==> src/rtl/if_fetch_stage.sv <==
`default_nettype none
// ============================================================================
// Module   : if_fetch_stage
// Brief    : RV32I instruction fetch: PC register, imem address, IF/ID register.
//            Optional perf counters enabled by defining FETCH_PERF_CNT_EN.
// Revision : 1.0 - initial release
// ============================================================================
module if_fetch_stage #(
  parameter logic [31:0] RESET_PC  = 32'h0000_0000,
  parameter logic [31:0] NOP_INSTR = 32'h0000_0013,
  parameter int          CNT_W     = 32
) (
  input  logic             clk_i,
  input  logic             rst_i,
  input  logic             stall_i,
  input  logic             flush_i,
  input  logic             redirect_i,
  input  logic [31:0]      redirect_pc_i,
  output logic [31:0]      imem_addr_o,
  input  logic [31:0]      imem_instr_i,
  output logic [31:0]      if_id_instr_o,
  output logic [31:0]      if_id_pc_o,
  output logic [31:0]      if_id_pc4_o,
  output logic             if_id_valid_o,
  output logic [CNT_W-1:0] fetch_cnt_o,
  output logic [CNT_W-1:0] stall_cnt_o
);

  logic [31:0] pc_q, pc_d;
  logic [31:0] pc_plus4_w;
  logic [31:0] instr_q, instr_d;
  logic [31:0] id_pc_q, id_pc_d;
  logic [31:0] id_pc4_q, id_pc4_d;
  logic        valid_q, valid_d;
  logic        squash_w;
  logic        capture_w;
  logic [1:0]  unused_redirect_lsbs_w;

  // Word alignment is forced, so the low target bits never reach the PC.
  assign unused_redirect_lsbs_w = redirect_pc_i[1:0];

  assign pc_plus4_w  = pc_q + 32'd4;
  assign squash_w    = flush_i | redirect_i;
  assign capture_w   = ~squash_w & ~stall_i;
  assign imem_addr_o = pc_q;

  always_comb begin
    pc_d = pc_plus4_w;
    if (redirect_i) begin
      pc_d = {redirect_pc_i[31:2], 2'b00};
    end else if (stall_i) begin
      pc_d = pc_q;
    end
  end

  always_comb begin
    instr_d  = instr_q;
    id_pc_d  = id_pc_q;
    id_pc4_d = id_pc4_q;
    valid_d  = valid_q;
    if (squash_w) begin
      instr_d  = NOP_INSTR;
      id_pc_d  = 32'd0;
      id_pc4_d = 32'd0;
      valid_d  = 1'b0;
    end else if (capture_w) begin
      instr_d  = imem_instr_i;
      id_pc_d  = pc_q;
      id_pc4_d = pc_plus4_w;
      valid_d  = 1'b1;
    end
  end

  always_ff @(posedge clk_i or negedge rst_i) begin
    if (!rst_i) begin
      pc_q     <= RESET_PC;
      instr_q  <= NOP_INSTR;
      id_pc_q  <= 32'd0;
      id_pc4_q <= 32'd0;
      valid_q  <= 1'b0;
    end else begin
      pc_q     <= pc_d;
      instr_q  <= instr_d;
      id_pc_q  <= id_pc_d;
      id_pc4_q <= id_pc4_d;
      valid_q  <= valid_d;
    end
  end

  assign if_id_instr_o = instr_q;
  assign if_id_pc_o    = id_pc_q;
  assign if_id_pc4_o   = id_pc4_q;
  assign if_id_valid_o = valid_q;

`ifdef FETCH_PERF_CNT_EN
  logic [CNT_W-1:0] fetch_cnt_q, fetch_cnt_d;
  logic [CNT_W-1:0] stall_cnt_q, stall_cnt_d;

  // A stall only counts when it actually holds the pipe, not when squashed.
  always_comb begin
    fetch_cnt_d = fetch_cnt_q;
    stall_cnt_d = stall_cnt_q;
    if (capture_w) begin
      fetch_cnt_d = fetch_cnt_q + 1'b1;
    end
    if (stall_i && !squash_w) begin
      stall_cnt_d = stall_cnt_q + 1'b1;
    end
  end

  always_ff @(posedge clk_i or negedge rst_i) begin
    if (!rst_i) begin
      fetch_cnt_q <= '0;
      stall_cnt_q <= '0;
    end else begin
      fetch_cnt_q <= fetch_cnt_d;
      stall_cnt_q <= stall_cnt_d;
    end
  end

  assign fetch_cnt_o = fetch_cnt_q;
  assign stall_cnt_o = stall_cnt_q;
`else
  assign fetch_cnt_o = '0;
  assign stall_cnt_o = '0;
`endif

endmodule
`default_nettype wire

==> config.mk <==
export PLATFORM = sky130hd
export DESIGN_NAME = if_fetch_stage
export DESIGN_NICKNAME = d
export VERILOG_FILES = /design/src/rtl/if_fetch_stage.sv
export SDC_FILE = /design/constraint.sdc
export NUM_CORES = 1
export LEC_CHECK = 0
export ABC_CLOCK_PERIOD_IN_PS = 2600
export CAP_MARGIN = 20
export CELL_PAD_IN_SITES_DETAIL_PLACEMENT = 1
export CELL_PAD_IN_SITES_GLOBAL_PLACEMENT = 1
export CORE_MARGIN = 2
export CORE_UTILIZATION = 32
export DETAILED_ROUTE_END_ITERATION = 6
export PLACE_DENSITY = 0.77
export SLEW_MARGIN = 10
export SYNTH_ARGS = -nofsm -noshare
export SYNTH_HDL_FRONTEND = slang
export SYNTH_SLANG_ARGS = --single-unit
==> constraint.sdc <==
create_clock -name clk_i -period 2.6 [get_ports clk_i]
set_input_delay 0.39 -clock clk_i [delete_from_list [all_inputs] [get_ports clk_i]]
set_output_delay 0.39 -clock clk_i [all_outputs]
set_load 0.02 [all_outputs]
### Word-level counts from Yosys, hierarchy flattened

Index checks and enable logic that the tools add are counted.
W data, S select, Z words.

| word-level totals | value |
|---|---|
| register bits | 129 |
| latch bits | 0 |
| RAM bits | 0 |
| ROM bits | 0 |
| input bits | 69 |
| output and inout port bits | 193 |
| logic and storage cells | 22 |
| memories kept | 0 |

| cells by class | value |
|---|---|
| add/sub/neg operators | 1 |
| multiply operators | 0 |
| divide/modulo/power cells | 0 |
| magnitude comparators | 0 |
| eq/ne operators | 1 |
| shifts and indexed selects | 0 |
| mux-type cells | 10 |
| bitwise logic cells | 4 |
| reductions and logical operators | 1 |

Operators by type and width:

| operator | number |
|---|---|
| $mux W32 | 8 |
| $add A32 B3 Y32 const B | 1 |
| $mux W1 | 2 |
| $ne A2 B1 Y1 const B | 1 |
| $not A1 Y1 | 2 |
| $reduce_bool A2 Y1 | 1 |
| $and A1 B1 Y1 | 1 |
| $or A1 B1 Y1 | 1 |

### Depth between registers and ports, before layout

| depth | value |
|---|---|
| word-level depth | 5 |
| depth in mapped cells | 7 |
| gate-level depth less buffers | 6 |

### Worst setup path after synthesis

OpenSTA, ideal clock, no wires.

| timing | value |
|---|---|
| kind | register to register |
| from | register pc_q[2], in the netlist imem_addr_o[2] |
| to | register id_pc4_q[28], in the netlist if_id_pc4_o[28] |
| arrival | 2025 ps |
| data required time | 2463 ps |
| slack | 438 ps |
| cell stages (with the launch flop) | 7 |
| buffers on the path | 0 |
| period minus slack after synthesis | 2162 ps |
| cells stage by stage | dfrtp_1 > ha_1 > nand3_1 > or3_1 > nor4_1 > xnor2_1 > a21oi_1 |

| on the way | value |
|---|---|
| cells in the longest elaborated chain, start to end | 3 |

RTL lines:

| element | line | RTL |
|---|---|---|
| start: declaration | 29 | `logic [31:0] pc_q, pc_d;` |
| start signal: assignment | 82 | `pc_q <= pc_d;` |
| $add A32 B3 Y32 | 42 | `assign pc_plus4_w = pc_q + 32'd4;` |
| $mux W32 | 66 | `end else if (capture_w) begin` |
| $mux W32 | 61 | `if (squash_w) begin` |
| end signal: assignment | 85 | `id_pc4_q <= id_pc4_d;` |
| end: declaration | 33 | `logic [31:0] id_pc4_q, id_pc4_d;` |

No other way between the ends. The select of a mux whose other input is x is not followed.
A chain may end at the register's enable or synchronous reset.

### Final worst setup path

| timing | value |
|---|---|
| from | register pc_q[4], in the netlist imem_addr_o[4] |
| to | register pc_q[27], in the netlist imem_addr_o[27] |

| on the way | value |
|---|---|
| cells in the longest elaborated chain, start to end | 3 |

RTL lines:

| element | line | RTL |
|---|---|---|
| $add A32 B3 Y32 | 42 |  |
| $mux W32 | 51 | `end else if (stall_i) begin` |
| $mux W32 | 49 | `if (redirect_i) begin` |

No other way between the ends. The select of a mux whose other input is x is not followed.

==> results.ini <==
[floorplan]
start_util = 0.327
rows = 51
dieArea_um2 = 21000
fp.coreArea_um2 = 19500
die_height_um = 145
io_pins = 262
die_w_um = 145

[worst_setup_path]
cpPeakStageDelay_ns = 0.80
r2r-start = imem_addr_o[4]$_DFFE_PN0N_
worst_ep_required_time_ns = 2.89
cp_slowest_cell = or4_1
cp_max_fo = 8
crit_family = simple AND/OR/NAND/NOR gates
cp_cell_sequence = nand3_2 > or4_1 > nor4_2 > xnor2_1 > o21ai_1
cp-start-kind = register
crit_buf_inv = 0
cp-startpoint = imem_addr_o[4]$_DFFE_PN0N_
crit_type = register to register
critPathCaptureType = register
timing.critical_path.arrival_ns = 2.52

[clock_network]
numClockSinks = 123
h-tree-depth = 4
cts_resized = 0
cts.clk_slew.worst_paths_ns = 0.06
numCtsBuffers = 17
clock_latency_ns = 0.42
cts_max_path_buffers = 2
cts_tree = built
clockRootBuffer = clkbuf_16

[placed_design]
dpl.hpwl_um = 13400
io_buffers = 189
gp_congestion = 0.757

[hold_path]
min_path_type = input pin to register
hp-start = redirect_i

[logic_synthesis]
netlist_area_um2 = 6360
synth_cells = 652
ys_types = 36
avgSynthCellArea_um2 = 9.75
yosysWarnings = 0
synth-seq-area-share = 0.485
yosys_register_bits = 123

[run]
max_cap_viol_count = 0

[cells_and_area]
num_antenna_cells = 0
final_nets = 905
drive_above_1_share = 0.0873
area_growth_syn_to_layout_pct = 41.1

[power_and_ir_drop]
power.density_nw_per_um2 = 626
vdd_ir_drop_max_mv = 0.411
power_mw = 5.61
p_leak_nw = 3.92

[global_route]
grt_remaining_overflow = 0
track_usage = 0.183
antenna_found_initial = 0
grt_pass1_vias = 5288
grt_start_max_net_pins = 55
grt_pass1_wl_um = 30300

[status]
outcome = complete, no violations

[drt]
via_count = 5089
drt_wl_total_um = 19000
antenna_left = 0
drtPass1Iterations = 4
vias_per_cell = 4.57
first_iter_violations = 181
drc = 0
wire_per_inst_um = 17.1

[sta]
skew_ns = 0.0122
setup_viol = 0
drv_slew = 0
rsz0062_at_grt = no
fmax_mhz = 447
finalSetupTns_ns = 0
final_hold_viol_count = 0
relSlewSlack = 0.461
fin_crit_sh = 0.860
worstMarginPinSlew_ns = 0.809
period_needed_ns = 2.24

-- worst register-to-register path, stage by stage (launching register included) --
cell	delay [ns]
dfrtp_1	0.55
nand3_2	0.13
or4_1	0.80
nor4_2	0.37
xnor2_1	0.18
o21ai_1	0.08
-- flip-flops by register name (all words and copies together), names as in the netlist --
signal         cells
if_id_instr_o     32
if_id_pc4_o       30
if_id_pc_o        30
imem_addr_o       30
if_id_valid_o      1
-- cell usage after synthesis --
library cell    n  area share
a21oi_1        26       0.020
and3_1          3      0.0030
and4_1          3      0.0041
buf_1           1     0.00059
buf_2          13       0.010
buf_4          70       0.083
clkbuf_1       37       0.022
clkbuf_2        2      0.0016
conb_1          1     0.00059
dfrtp_1       120        0.47
dfstp_2         3       0.012
ha_1            1      0.0020
inv_1           2      0.0012
inv_2           1     0.00059
mux2i_1        66        0.10
nand2_1        54       0.032
nand3_1        12      0.0094
nand3_2         1      0.0016
nand4_1        11       0.011
nand4_2         1      0.0020
nand4b_1        1      0.0014
nor2_1         87       0.051
nor2b_1         3      0.0030
nor3_1          8      0.0063
nor4_1          6      0.0059
nor4_2          3      0.0059
nor4_4          2      0.0067
nor4b_2         1      0.0024
o21a_1          1      0.0012
o21ai_0        46       0.036
o21ai_1         4      0.0031
or2_2           3      0.0030
or3_1           1     0.00098
or4_1           1      0.0012
xnor2_1        33       0.045
xor2_1         24       0.033
-- area by class of cell --
class | instances | area (um^2)
fillers | 2198 | 10500
inverters | 3 | 11.3
multi-input cells | 472 | 2780
clock inverters | 7 | 138
repair buffers | 218 | 2140
flip-flops and latches | 123 | 3080
clock buffers | 25 | 485
well taps | 265 | 332
-- power breakdown --
part | switching [mW] | internal (mW) | total [mW]
sequential | 0.105 | 2.01 | 2.12
combinational | 0.549 | 0.422 | 0.971
clock | 0.850 | 1.68 | 2.53
-- placed cells by master, fill, tap and decap left out, types with 5 or more instances in the layout --
master	n
a21oi_1	26
buf_4	26
clkbuf_1	5
clkbuf_16	17
clkdlybuf4s50_1	186
conb_1	70
dfrtp_1	120
mux2i_1	66
nand2_1	54
nand3_1	12
nand4_1	11
nor2_1	86
nor3_1	8
nor4_1	6
o21ai_0	46
xnor2_1	33
xor2_1	24
-- kinds of logic (layout without fill, tap and decap cells) --
| kind of cell | count (synthesis) | after routing | synth area share |
|---|---|---|---|
| AND/OR/NAND/NOR | 201 | 201 | 0.151 |
| AO/OA/AOI/OAI | 77 | 77 | 0.0610 |
| multiplexers | 66 | 66 | 0.104 |
| other | 1 | 70 | 0.000590 |
| adder cells (fa/ha/maj) | 1 | 1 | 0.00197 |
| XOR/XNOR | 57 | 57 | 0.0785 |
| buffers and inverters | 126 | 253 | 0.119 |
| flip-flops | 123 | 123 | 0.485 |
-- per-stage QoR --
step            util  setup WS [ns]  instance area [um^2]  instances  hold WS [ns]
3_3_place_gp   0.429          0.428                  8340       1080         0.389
5_1_grt        0.461          0.146                  8970       1113         0.467
6_report       0.461          0.364                  8970       1113         0.448
4_1_cts        0.461          0.341                  8970       1113         0.435
2_1_floorplan      -          0.438                  6620        721        0.0944
3_5_place_dp   0.429          0.382                  8340       1080         0.384
-- routing by layer --
| metal | up-vias | GRT usage | wire length [um] |
|---|---|---|---|
| li1 | 2386 | - | - |
| met1 | 2512 | 0.226 | 8220 |
| met2 | 162 | 0.313 | 9430 |
| met3 | 29 | 0.0484 | 1030 |
| met4 | 0 | 0.0584 | 304 |
| met5 | - | 0 | 0 |
-- path summary, 6_finish.rpt --
check                           slack [ns]                     endpoint  cells after the start
max in group asynchronous             1.40   imem_addr_o[5]$_DFFE_PN0N_                      3
worst max register to register        0.36  imem_addr_o[27]$_DFFE_PN0N_                      5
worst min register to register        0.48    if_id_valid_o$_DFFE_PN0P_                      1
min in group asynchronous             0.50   if_id_pc_o[24]$_DFFE_PN0P_                      2
worst min-delay path                  0.45   imem_addr_o[7]$_DFFE_PN0N_                      3
worst max-delay path                  0.36  imem_addr_o[27]$_DFFE_PN0N_                      5
-- repair_timing --
action / CTS / global route
hold endpoints to repair: 49 / 0
hold buffers: 1 / 0
setup buffers: 0 / 0
No activity file was read; power rests on OpenSTA's default activity.
